### config.mk
export PLATFORM = sky130hd
export DESIGN_NAME = ram_burst_reader_flat
export DESIGN_NICKNAME = d
export VERILOG_FILES = /design/src/rtl/ram_rd_pkg.sv /design/src/rtl/ram_burst_reader_if.sv /design/src/rtl/sync_fifo2.sv /design/src/rtl/ram_burst_reader.sv /design/src/flat_wrapper.sv
export SDC_FILE = /design/constraint.sdc
export NUM_CORES = 1
export LEC_CHECK = 0
export CAP_MARGIN = 25
export CORE_MARGIN = 5
export CORE_UTILIZATION = 51
export CTS_CLUSTER_DIAMETER = 80
export DETAILED_ROUTE_END_ITERATION = 6
export HOLD_SLACK_MARGIN = 0.12
export PLACE_DENSITY = 0.83
export SETUP_SLACK_MARGIN = 0.2
export SLEW_MARGIN = 40
export SYNTH_ARGS = -nofsm -noshare
export SYNTH_HDL_FRONTEND = slang
export SYNTH_SLANG_ARGS = --single-unit
### constraint.sdc
create_clock -name clk -period 2.75 [get_ports clk]
set_clock_uncertainty 0.2 [all_clocks]
set_input_delay 0.55 -clock clk [delete_from_list [all_inputs] [get_ports clk]]
set_output_delay 0.55 -clock clk [all_outputs]
set_load 0.01 [all_outputs]
### src/rtl/ram_rd_pkg.sv
// ============================================================================
// ram_rd_pkg : shared state encoding, buffer sizing and count-width helper
// Rev 1.0
// ============================================================================
`default_nettype none

package ram_rd_pkg;

  localparam int DEF_DATA_WIDTH = 16;
  localparam int DEF_DATA_DEPTH = 8;
  localparam int DEF_DATA_ADDR  = 3;

  localparam int BUF_DEPTH = 2;
  localparam int BUF_PTR_W = 1;
  localparam int BUF_CNT_W = 2;

  typedef enum logic [1:0] {
    IDLE  = 2'd0,
    READ  = 2'd1,
    DRAIN = 2'd2,
    DONE  = 2'd3
  } state_t;

  // burst_len and the remaining counter must represent 0..2*DEPTH-1
  function automatic int cnt_width(input int addr_w);
    return addr_w + 1;
  endfunction

endpackage

`default_nettype wire

### src/rtl/ram_burst_reader_if.sv
// ============================================================================
// ram_burst_reader_if : command, RAM read port and output stream bundle
// Rev 1.0
// ============================================================================
`default_nettype none

interface ram_burst_reader_if #(
  parameter int DATA_WIDTH = 16,
  parameter int DATA_ADDR  = 3
) ();

  logic                  start;
  logic [DATA_ADDR-1:0]  start_addr;
  logic [DATA_ADDR:0]    burst_len;
  logic                  busy;
  logic                  done;

  logic                  ram_re;
  logic [DATA_ADDR-1:0]  ram_rd_addr;
  logic [DATA_WIDTH-1:0] ram_d_out;

  logic                  m_valid;
  logic [DATA_WIDTH-1:0] m_data;
  logic                  m_last;
  logic                  m_ready;

  modport master (
    input  start, start_addr, burst_len, ram_d_out, m_ready,
    output busy, done, ram_re, ram_rd_addr, m_valid, m_data, m_last
  );

  modport slave (
    output start, start_addr, burst_len, ram_d_out, m_ready,
    input  busy, done, ram_re, ram_rd_addr, m_valid, m_data, m_last
  );

endinterface

`default_nettype wire

### src/rtl/sync_fifo2.sv
// ============================================================================
// sync_fifo2 : 2-entry synchronous FIFO carrying a data word plus last flag
// Rev 1.0
// ============================================================================
`default_nettype none

module sync_fifo2
  import ram_rd_pkg::*;
#(
  parameter int WIDTH = DEF_DATA_WIDTH
) (
  input  wire logic             clk,
  input  wire logic             clear,
  input  wire logic             i_push,
  input  wire logic [WIDTH-1:0] i_push_data,
  input  wire logic             i_push_last,
  input  wire logic             i_pop,
  output logic                  o_full,
  output logic                  o_empty,
  output logic [WIDTH-1:0]      o_head_data,
  output logic                  o_head_last
);

  logic [WIDTH-1:0]     r_data [BUF_DEPTH];
  logic                 r_last [BUF_DEPTH];
  logic [BUF_PTR_W-1:0] r_wr_ptr;
  logic [BUF_PTR_W-1:0] r_rd_ptr;
  logic [BUF_CNT_W-1:0] r_count;

  logic w_push;
  logic w_pop;

  assign o_full      = (r_count == BUF_CNT_W'(BUF_DEPTH));
  assign o_empty     = (r_count == '0);
  assign o_head_data = r_data[r_rd_ptr];
  assign o_head_last = r_last[r_rd_ptr];

  // A push into a full buffer is only legal when the head leaves in the same cycle
  assign w_pop  = i_pop && !o_empty;
  assign w_push = i_push && (!o_full || w_pop);

  always_ff @(posedge clk) begin
    if (clear) begin
      for (int i = 0; i < BUF_DEPTH; i++) begin
        r_data[i] <= '0;
        r_last[i] <= 1'b0;
      end
      r_wr_ptr <= '0;
      r_rd_ptr <= '0;
      r_count  <= '0;
    end else begin
      if (w_push) begin
        r_data[r_wr_ptr] <= i_push_data;
        r_last[r_wr_ptr] <= i_push_last;
        r_wr_ptr         <= r_wr_ptr + BUF_PTR_W'(1);
      end
      if (w_pop) begin
        r_rd_ptr <= r_rd_ptr + BUF_PTR_W'(1);
      end
      case ({w_push, w_pop})
        2'b10:   r_count <= r_count + BUF_CNT_W'(1);
        2'b01:   r_count <= r_count - BUF_CNT_W'(1);
        default: r_count <= r_count;
      endcase
    end
  end

endmodule

`default_nettype wire

### src/rtl/ram_burst_reader.sv
// ============================================================================
// ram_burst_reader : wrapping sequential RAM burst reader feeding a valid/ready stream
// Rev 1.0
// ============================================================================
`default_nettype none

module ram_burst_reader
  import ram_rd_pkg::*;
#(
  parameter int DATA_WIDTH = DEF_DATA_WIDTH,
  parameter int DATA_DEPTH = DEF_DATA_DEPTH,
  parameter int DATA_ADDR  = DEF_DATA_ADDR
) (
  input  wire logic          clk,
  input  wire logic          clear,
  ram_burst_reader_if.master bus
);

  localparam int CNT_W = cnt_width(DATA_ADDR);

  state_t               r_state;
  state_t               w_state_next;
  logic [DATA_ADDR-1:0] r_addr;
  logic [CNT_W-1:0]     r_remaining;
  logic                 r_inflight;
  logic                 r_inflight_last;

  logic                  w_full;
  logic                  w_empty;
  logic [DATA_WIDTH-1:0] w_head_data;
  logic                  w_head_last;
  logic                  w_pop;
  logic [1:0]            w_occ;
  logic [2:0]            w_pending;
  logic                  w_accept;
  logic                  w_issue;
  logic                  w_last_issue;
  logic                  w_drained;
  logic [DATA_ADDR-1:0]  w_addr_next;

  assign w_pop     = !w_empty && bus.m_ready;
  assign w_occ     = w_full ? 2'd2 : (w_empty ? 2'd0 : 2'd1);
  // Words that will be buffered or in flight once this cycle's pop has left
  assign w_pending = {1'b0, w_occ} + {2'b0, r_inflight} - {2'b0, w_pop};

  assign w_accept     = (r_state == IDLE) && bus.start;
  assign w_issue      = (r_state == READ) && (r_remaining != '0) && (w_pending < 3'd2);
  assign w_last_issue = w_issue && (r_remaining == CNT_W'(1));
  assign w_drained    = !r_inflight && (w_empty || (!w_full && w_pop));
  assign w_addr_next  = (r_addr == DATA_ADDR'(DATA_DEPTH - 1)) ? '0 : r_addr + DATA_ADDR'(1);

  always_comb begin
    w_state_next = r_state;
    case (r_state)
      IDLE:    if (bus.start) w_state_next = (bus.burst_len == '0) ? DONE : READ;
      READ:    if (w_last_issue) w_state_next = DRAIN;
      DRAIN:   if (w_drained) w_state_next = DONE;
      DONE:    w_state_next = IDLE;
      default: w_state_next = IDLE;
    endcase
  end

  always_ff @(posedge clk) begin
    if (clear) begin
      r_state         <= IDLE;
      r_addr          <= '0;
      r_remaining     <= '0;
      r_inflight      <= 1'b0;
      r_inflight_last <= 1'b0;
    end else begin
      r_state         <= w_state_next;
      r_inflight      <= w_issue;
      r_inflight_last <= w_last_issue;
      if (w_accept) begin
        r_addr      <= bus.start_addr;
        r_remaining <= bus.burst_len;
      end else if (w_issue) begin
        r_addr      <= w_addr_next;
        r_remaining <= r_remaining - CNT_W'(1);
      end
    end
  end

  sync_fifo2 #(
    .WIDTH (DATA_WIDTH)
  ) u_buf (
    .clk         (clk),
    .clear       (clear),
    .i_push      (r_inflight),
    .i_push_data (bus.ram_d_out),
    .i_push_last (r_inflight_last),
    .i_pop       (w_pop),
    .o_full      (w_full),
    .o_empty     (w_empty),
    .o_head_data (w_head_data),
    .o_head_last (w_head_last)
  );

  assign bus.busy        = (r_state != IDLE);
  assign bus.done        = (r_state == DONE);
  assign bus.ram_re      = w_issue;
  assign bus.ram_rd_addr = r_addr;
  assign bus.m_valid     = !w_empty;
  assign bus.m_data      = w_head_data;
  assign bus.m_last      = !w_empty && w_head_last;

endmodule

`default_nettype wire
### src/flat_wrapper.sv
// flat-port wrapper written by rule: the top's interface ports become plain ports
module ram_burst_reader_flat import ram_rd_pkg::*;
#(
  parameter int DATA_WIDTH = DEF_DATA_WIDTH,
  parameter int DATA_DEPTH = DEF_DATA_DEPTH,
  parameter int DATA_ADDR  = DEF_DATA_ADDR
)
  (clk, clear, bus_start, bus_start_addr, bus_burst_len, bus_ram_d_out, bus_m_ready, bus_busy, bus_done, bus_ram_re, bus_ram_rd_addr, bus_m_valid, bus_m_data, bus_m_last);
  ram_burst_reader_if #(.DATA_WIDTH(DATA_WIDTH), .DATA_ADDR(DATA_ADDR)) bus_i ();
  input  wire logic clk;
  input  wire logic clear;
  input wire logic [$bits(bus_i.start)-1:0] bus_start;
  input wire logic [$bits(bus_i.start_addr)-1:0] bus_start_addr;
  input wire logic [$bits(bus_i.burst_len)-1:0] bus_burst_len;
  input wire logic [$bits(bus_i.ram_d_out)-1:0] bus_ram_d_out;
  input wire logic [$bits(bus_i.m_ready)-1:0] bus_m_ready;
  output wire logic [$bits(bus_i.busy)-1:0] bus_busy;
  output wire logic [$bits(bus_i.done)-1:0] bus_done;
  output wire logic [$bits(bus_i.ram_re)-1:0] bus_ram_re;
  output wire logic [$bits(bus_i.ram_rd_addr)-1:0] bus_ram_rd_addr;
  output wire logic [$bits(bus_i.m_valid)-1:0] bus_m_valid;
  output wire logic [$bits(bus_i.m_data)-1:0] bus_m_data;
  output wire logic [$bits(bus_i.m_last)-1:0] bus_m_last;
  assign bus_i.start = bus_start;
  assign bus_i.start_addr = bus_start_addr;
  assign bus_i.burst_len = bus_burst_len;
  assign bus_i.ram_d_out = bus_ram_d_out;
  assign bus_i.m_ready = bus_m_ready;
  assign bus_busy = bus_i.busy;
  assign bus_done = bus_i.done;
  assign bus_ram_re = bus_i.ram_re;
  assign bus_ram_rd_addr = bus_i.ram_rd_addr;
  assign bus_m_valid = bus_i.m_valid;
  assign bus_m_data = bus_i.m_data;
  assign bus_m_last = bus_i.m_last;
  ram_burst_reader #(.DATA_WIDTH(DATA_WIDTH), .DATA_DEPTH(DATA_DEPTH), .DATA_ADDR(DATA_ADDR)) u_core (.clk(clk), .clear(clear), .bus(bus_i));
endmodule
# Word-level counts from Yosys, hierarchy flattened
# Memories as Yosys holds them, arrays and structs flattened. A register that Yosys moved wholly into a read port is not among the register bits.
# Cells that the tools add are included.
# word_totals
out_inout_bits,24
n_memories,2
regBits,15
mem_bits_rw,34
inputBits,27
word_cells,83
# mem_list
memory,depth,width,rd,rd_ports_with_merged_regs,write_ports,line,text
u_core.u_buf.r_data,2,16,1,1,2,sync_fifo2.sv:24,logic [WIDTH-1:0] r_data [BUF_DEPTH];
u_core.u_buf.r_last,2,1,1,1,2,sync_fifo2.sv:25,logic r_last [BUF_DEPTH];
# classes
eq_ne,11
reduce_logical,25
magnitude_cmp,1
add_sub_neg,8
n_mux,28
# ops
operator,count
two-way mux 16 bit,1
OR reduction 16 bit,1
two-way mux 1 bit,15
logical AND 1 bit,10
two-way mux 2 bit,5
two-way mux 3 bit,3
== test 2 bit (second input constant),4
two-way mux 4 bit,2
one-hot mux 2 bit (4 select lines),1
nonzero test 2 bit,3
== test 2 x 1 -> 1 bit (second input constant),2
== test 4 x 1 -> 1 bit (second input constant),1
zero test 2 bit,2
zero test 4 bit,1
!= test 2 x 1 -> 1 bit (second input constant),2
one-hot mux 2 bit (2 select lines),1
nonzero test 4 bit,1
subtractor 4 x 1 -> 4 bit (second input constant),1
adder 2 x 1 -> 3 bit,1
adder 3 x 1 -> 3 bit (second input constant),1
== test 3 bit (second input constant),1
zero test 1 bit,3
less-than comparator 3 x 2 -> 1 bit (second input constant),1
AND reduction 3 bit,1
7 further kinds,9

# Depth between registers and ports, before layout
# Gate-level depths: netlist (run 1).
# logic_depth
ltp_word,11
depth_mapped,10
mapped_depth_nobuf,9

# Modules after synthesis
# Synthesis (run 1) repeated with hierarchy kept, for this count alone.
# unflattened
hier_cells,203
area_unflattened_um2,2498.6
# by_module_without_submodules
mod,cells_per_inst,seq_area_each_um2,instances,area_each_um2
sync_fifo2,122,1121.1,1,1761.7
ram_burst_reader,81,220.2,1,737.0

# Worst setup path after synthesis (run 1)
# Ideal clock, no wire load.
# synth_path
kind,in2reg
startpoint,input bus_m_ready
endpoint,"memory u_core.u_buf.r_data[0][0] (netlist name), enable pin"
cell_stages,4
setup_time_ns,0.415
path_slack_ns,0.135
n_path_buf,0
required_ns,2.135
arrival_time_ns,2.001
cell_sequence,nor2_1 nand2_1 nand2_1 o21ai_0
# synth_rtl
element,line,text
"start, declared",flat_wrapper.sv:16,input wire logic [$bits(bus_i.m_ready)-1:0] bus_m_ready;
"end, declared",sync_fifo2.sv:24,

# Final worst setup path (run 1)
# layout_path
startpoint,register u_core.u_buf.r_count[0]
endpoint,output bus_ram_re
# layout_between
elab_chain_len,7
elab_cells_between_ends,10
cone_classes,2 x add/sub; 1 x order compare; 1 x eq/ne; 2 x mux; 4 x reduce/logical
# layout_lines
element,line,text
"start, declared",sync_fifo2.sv:28,logic [BUF_CNT_W-1:0] r_count;
"start signal, assigned",sync_fifo2.sv:61,2'b10: r_count <= r_count + BUF_CNT_W'(1);
"start signal, assigned",sync_fifo2.sv:62,2'b01: r_count <= r_count - BUF_CNT_W'(1);
"start signal, assigned",sync_fifo2.sv:63,default: r_count <= r_count;
zero test 2 bit,sync_fifo2.sv:34,assign o_empty = (r_count == '0);
two-way mux 1 bit,ram_burst_reader.sv:42,assign w_occ = w_full ? 2'd2 : (w_empty ? 2'd0 : 2'd1);
two-way mux 2 bit,ram_burst_reader.sv:42,
adder 2 x 1 -> 3 bit,ram_burst_reader.sv:44,"assign w_pending = {1'b0, w_occ} + {2'b0, r_inflight} - {2'b0, w_pop};"
subtractor 3 x 1 -> 3 bit *,ram_burst_reader.sv:44,
less-than comparator 3 x 2 -> 1 bit *,ram_burst_reader.sv:47,assign w_issue = (r_state == READ) && (r_remaining != '0) && (w_pending < 3'd2);
logical AND 1 bit *,ram_burst_reader.sv:47,
"end, declared",flat_wrapper.sv:19,output wire logic [$bits(bus_i.ram_re)-1:0] bus_ram_re;
# Every way passes the cells marked *; elsewhere a longest branch is shown, timed or not.

==> metrics.cfg, run 1 <==
[clock_tree]
clock_latency_ns=0.29
cts_buffer_depth=2
post-cts-setup-buffers=0
cts_tree=done
clockRootBuffer=clkbuf_8
cts.sinks=50
htreeDepth=2
path_clk_slew_ns=0.09
numCtsBuffers=5

[critical_path]
worst-r2r-cell-count=10
crit_start=u_core.u_buf.r_count[0]$_SDFFE_PP0P_
r2r-end=u_core.r_state[0]$_SDFFE_PP0P_
cp.buffers_inverters=2
cp_data_required_time_ns=2.00
critPathTopFamily=simple AND/OR/NAND/NOR gates
crit_path_start_kind=register
r2r-start=u_core.u_buf.r_count[0]$_SDFFE_PP0P_
cp_cell_sequence=nor2_4, clkinv_4, and2_4, ha_4, nand2_2, nor3b_4, nor3_4, buf_2
critPathMaxStageDelay_ns=0.35
crit_fanout=2
r2r_slack_ns=0.41
crit_type=register to output pin
crit_path_top_delay_cell=dfxtp_2
end_kind=output pin
crit_arrival_ns=1.77

[min_path]
holdPathStages=2
hp-start=u_core.u_buf.r_rd_ptr$_SDFFE_PP0N_
min_path_type=register to register

[synth]
ys_ff_latch=50
ys_top_cells_by_area=edfxtp_1, dfxtp_1, and2_1, mux2_2, ha_1
synth_edf_count=34
synth_fp_nets=237
yosysWarnings=0
yosysUniqueCellTypes=40
synth_area_mm2=0.00246
synth_common_cells=and2_1, edfxtp_1, dfxtp_1, mux2_2, nor2_1
ys_async_sr_fraction=0
yosys.area.top_type=edfxtp_1
syn_avg_cell_area_um2=12.3
syn_inst=200
ys.flop_type=edfxtp_1
synth-seq-area-share=0.546
netlist.area_leader.share=0.416

[routing]
wl_per_cell_um=14.2
drt_iter0_markers=57
avgViaCountPerCell=5.14
dr.pass1.iters=4
routed_wl_um=4540
drc=0
vias=1646
ant_nets=0

[global_routing]
grt_util_met3=0.0339
gr-total-overflow=0
grt_pass1_wl_um=7450
antenna_found_initial=0
gr-usage-all-layers=0.150
busiest_layer=met2
first_global_vias=1674
grt_max_degree=18
grtUsageMet1=0.179
gr-usage-met2=0.270

[layout]
antennaDiodeCount=0
fin_area_mm2=0.00322
nNetsFinal=302
final_core_util=0.685
fillers=357
seq_area_mm2=0.00134
drive_gt1_frac=0.207
areaGrowthSynthToFinish_pct=30.9
multi_input_area_mm2=0.00108

[placed_design]
dp_hpwl_um=3360
io_buffers=50
gp_congestion=0.789
dpl_cell_area_mm2=0.00311

[sta]
fin_crit_sh=0.915
period_needed_ns=2.52
finalSetupViolations=0
drv_slew=0
max_slew_margin=0.628
max_freq_mhz=398
setup_tns_ns=0
rsz0062_at_grt=true
tightest_slew_ns=0.557
hold_viol_final=0

[status]
outcome=completed

[job]
cap_violations=0

[die]
ios=51
fp-row-count=25
initial_core_util=0.523
fp.coreArea_mm2=0.00469
die_y_um=79.4
die_area_mm2=0.00630
fp.dieW_um=79.4

[pwr]
pwr_density_cell_mw_per_mm2=719
p_leak_nw=1.22
ir_worst_vdd_mv=0.429

logic make-up (layout without fill, tap and decap cells):
family                     count (synthesis)  count (layout)  synth area share
AOI/OAI and AO/OA                         24              24            0.0759
xor gates and xnor gates                   6               6            0.0214
adders and majority gates                 10              10            0.0509
buffers and inverters                     15              81            0.0280
DFF                                       50              50             0.546
muxes                                     23              23             0.102
and+or+nand+nor                           72              72             0.176
tightest hold or removal path: stages (launching register included):
cell	delay [ns]
dfxtp_1	0.34
xnor2_1	0.09
nor2_1	0.07
layout by cell type (no fill, tap or decap), drive strengths merged, types with 2 or more instances in the layout:
master	n
clkdlybuf4s50	48
and2	35
edfxtp	34
mux2	16
dfxtp	16
buf	16
nor2	13
ha	10
nand2	8
inv	7
mux2i	7
a21oi	7
o21ai	7
clkbuf	6
xnor2	4
nand3	3
nor4	3
clkinv	3
nor3	3
xor2	2
nor3b	2
a21boi	2
a211oi	2
layer usage:
metal / part of all wire / routed length (um)
met5: 0 / 0
met4: 0.0086 / 39
met3: 0.049 / 222
met2: 0.51 / 2300
met1: 0.44 / 1980
registers in the layout, summed over array words and instances (netlist names), named ones only:
signal and cells:
u_core.u_buf.r_count 2, u_core.bus.ram_rd_addr 3, u_core.r_inflight 1, u_core.u_buf.r_last 2, u_core.u_buf.r_data 32, u_core.r_inflight_last 1
u_core.r_remaining 4, u_core.r_state 2, u_core.u_buf.r_rd_ptr 1, u_core.u_buf.r_wr_ptr 1
repair_timing:
action | 4_1_cts | 5_1_grt
pin swaps | 3 | 0
hold endpoints to repair | 0 | 0
hold buffers | 0 | 0
endpoints found under the setup margin | 2 | 1
gates resized for setup | 9 | 0
worst max-delay path by stage:
stage	depth (start not counted)	slack (ns)	endpoint
2_1_floorplan	8	0.22	bus_ram_re
3_3_place_gp	7	-0.46	bus_ram_re
3_5_place_dp	7	-0.45	bus_ram_re
4_1_cts	8	0.21	bus_ram_re
5_1_grt	8	0.15	bus_ram_re
6_report	8	0.23	bus_ram_re
power by group:
part	switching (mW)	internal (mW)
clock network	0.231	0.180
logic	0.416	0.477
registers	0.0767	0.933
total	0.724	1.59
layout make-up:
class	instances	area share
sequential	50	0.418
clock inverter	2	0.00428
clock buffer	6	0.0226
tap	54	0.0210
timing repair buffer	65	0.189
inverter	8	0.0109
multi-input combinational	135	0.335
per-stage QoR:
stage,hold slack (ns),worst slack [ns],cells,power [mW]
final,0.323,0.235,320,2.31
after floorplan,0.280,0.225,200,1.56
after detailed placement,0.305,-0.453,312,1.92
after global routing,0.352,0.149,320,2.46
after CTS,0.329,0.213,320,2.33
after global placement,0.293,-0.460,312,1.89
No activity file was read; power rests on OpenSTA's default activity.
==> run 2: changes to the inputs <==
--- a/config.mk
+++ b/config.mk
@@ -5,6 +5,7 @@
 export SDC_FILE = /design/constraint.sdc
 export NUM_CORES = 1
 export LEC_CHECK = 0
+export ABC_AREA = 0
 export CAP_MARGIN = 25
 export CORE_MARGIN = 5
 export CORE_UTILIZATION = 51
==> results of run 2 <==
Final layout, timing and power as in run 1 (identical DEF).
==> run 3: changes to the inputs <==
==> constraint.sdc (replaced) <==
create_clock -name clk -period 2.8 [get_ports clk]
set_clock_uncertainty 0.2 [all_clocks]
set_input_delay 0.56 -clock clk [delete_from_list [all_inputs] [get_ports clk]]
set_output_delay 0.56 -clock clk [all_outputs]
set_load 0.01 [all_outputs]
==> metrics.cfg, run 3 (synthesis gave the netlist of run 1 again) <==
[status]
outcome=completed

[sta]
drv_slew=0  ; unchanged
period_needed_ns=2.58
fin_crit_sh=0.922
finalSetupViolations=0  ; unchanged
hold_viol_final=0  ; unchanged
max_freq_mhz=388
max_slew_margin=0.655  ; +0.0277
rsz0062_at_grt=true
tightest_slew_ns=0.515  ; -0.0414 ns

[global_routing]
grt_pass1_wl_um=7880  ; +5.7%
antenna_found_initial=0  ; unchanged
gr-total-overflow=0  ; unchanged
grt_max_degree=18  ; unchanged
first_global_vias=1703  ; +1.7%
gr-usage-all-layers=0.162  ; +0.0120

[layout]
final_common_cell=clkdlybuf4s50_1
antennaDiodeCount=0  ; unchanged
largest_reg_flops=32  ; unchanged
fin_area_mm2=0.00327  ; +1.8%
layout_common_cells=clkdlybuf4s50_1, and2_1, edfxtp_1
areaGrowthSynthToFinish_pct=33.2
drive_gt1_frac=0.211  ; +0.00376
fin_cells=320  ; unchanged
nNetsFinal=302  ; unchanged
top_register=u_core.u_buf.r_data

[routing]
dr.pass1.iters=4  ; unchanged
drt_iter0_markers=67  ; +18%
avgViaCountPerCell=5.27  ; +2.4%
vias=1686  ; +2.4%
ant_nets=0  ; unchanged
routed_wl_um=4770  ; +4.9%
wl_per_cell_um=14.9  ; +4.9%
drc=0  ; unchanged

[placed_design]
io_buffers=50  ; unchanged
gp_congestion=0.781  ; -0.99%
dpl_cell_area_mm2=0.00311  ; unchanged
dpl.cell_count=312  ; unchanged
dp_hpwl_um=3430  ; +1.9%

[critical_path]
critPathTopFamily=simple AND/OR/NAND/NOR gates
crit_path_start_kind=register
cp_cell_sequence=nor2_4, clkinv_4, and2_4, ha_4, nand2_4, nor3b_4, nor3_4, buf_2
crit_type=register to output pin
crit_fanout=2  ; unchanged
cp.buffers_inverters=2  ; unchanged
crit_arrival_ns=1.82  ; +0.05 ns
end_kind=output pin
cp_data_required_time_ns=2.04  ; +0.04 ns
crit_path_top_delay_cell=dfxtp_2
critPathMaxStageDelay_ns=0.34  ; about the same

[clock_tree]
numCtsBuffers=5  ; unchanged
clockRootBuffer=clkbuf_8
path_clk_slew_ns=0.09  ; about the same
cts.sinks=50  ; unchanged
clock_latency_ns=0.29  ; about the same
cts_buffer_depth=2  ; unchanged
cts_hold_buf=0  ; unchanged
cts_tree=done
htreeDepth=2  ; unchanged
post-cts-setup-buffers=0  ; unchanged

[job]
cap_violations=0  ; unchanged

[pwr]
ir_worst_vdd_mv=0.495  ; +15%
pwr_density_cell_mw_per_mm2=757  ; +5.2%
p_leak_nw=1.24  ; +2.1%

[die]
die_area_mm2=0.00630  ; unchanged
fp.dieW_um=79.4  ; unchanged
fp-row-count=25  ; unchanged
ios=51  ; unchanged
die_y_um=79.4  ; unchanged
initial_core_util=0.523  ; unchanged
fp.coreArea_mm2=0.00469  ; unchanged

[min_path]
min_path_type=register to register

==> run 3: cell count changes in the layout (fill, tap and decap cells not counted), sizes merged <==
cell and delta:
bufinv +2, clkinv -1, clkbuf -1
==> run 3: per-layer routing <==
metal,up-vias,track usage,routed length (um)
met2,38,0.290,2500
met1,801,0.195,1990
met4,0,0.0498,39
met3,5,0.0327,238
met5,-,0,0
li1,842,-,-
==> run 3: layout make-up <==
type	instances	area [um^2]
fill	345	1420
timing repair buffer	65	607
inverter	8	35.0
multi-input combinational	135	1080
tap	54	67.6
clock buffer	5	68.8
clock inverter	3	68.8
sequential	50	1340
==> run 3: report_power, final <==
part	internal (mW)	switching, mW	total (mW)
combinational	0.469	0.420	0.889
clock	0.358	0.240	0.598
sequential	0.916	0.0737	0.990
==> run 3: repair_timing <==
action | in CTS | in global routing
resized for setup | 7 | 3
setup endpoints to repair | 1 | 1
pin swaps | 2 | 5
==> run 3: worst min-delay path, stage by stage, from the launching register on <==
cell	delay [ns]
dfxtp_1	0.34
xnor2_1	0.09
nor2_1	0.07
==> run 3: final timing paths <==
kind                            depth (start not counted)                            startpoint  slack, ns                            endpoint
worst max-delay path                                    8  u_core.u_buf.r_count[0]$_SDFFE_PP0P_       0.22                          bus_ram_re
worst min-delay path                                    2    u_core.u_buf.r_rd_ptr$_SDFFE_PP0N_       0.34  u_core.u_buf.r_rd_ptr$_SDFFE_PP0N_
worst min register to register                          2    u_core.u_buf.r_rd_ptr$_SDFFE_PP0N_       0.34  u_core.u_buf.r_rd_ptr$_SDFFE_PP0N_
worst max register to register                         10  u_core.u_buf.r_count[0]$_SDFFE_PP0P_       0.40      u_core.r_state[0]$_SDFFE_PP0P_
==> run 3: per-stage QoR <==
step	power, mW	TNS, ns	hold slack (ns)	setup slack (ns)	util
floorplan	1.53	0	0.280	0.265	-
global placement	1.86	-0.454	0.293	-0.430	0.663
detailed placement	1.88	-0.564	0.318	-0.435	0.663
CTS	2.48	0	0.348	0.209	0.692
global route	2.64	0	0.371	0.122	0.697
finish	2.48	0	0.338	0.219	0.697
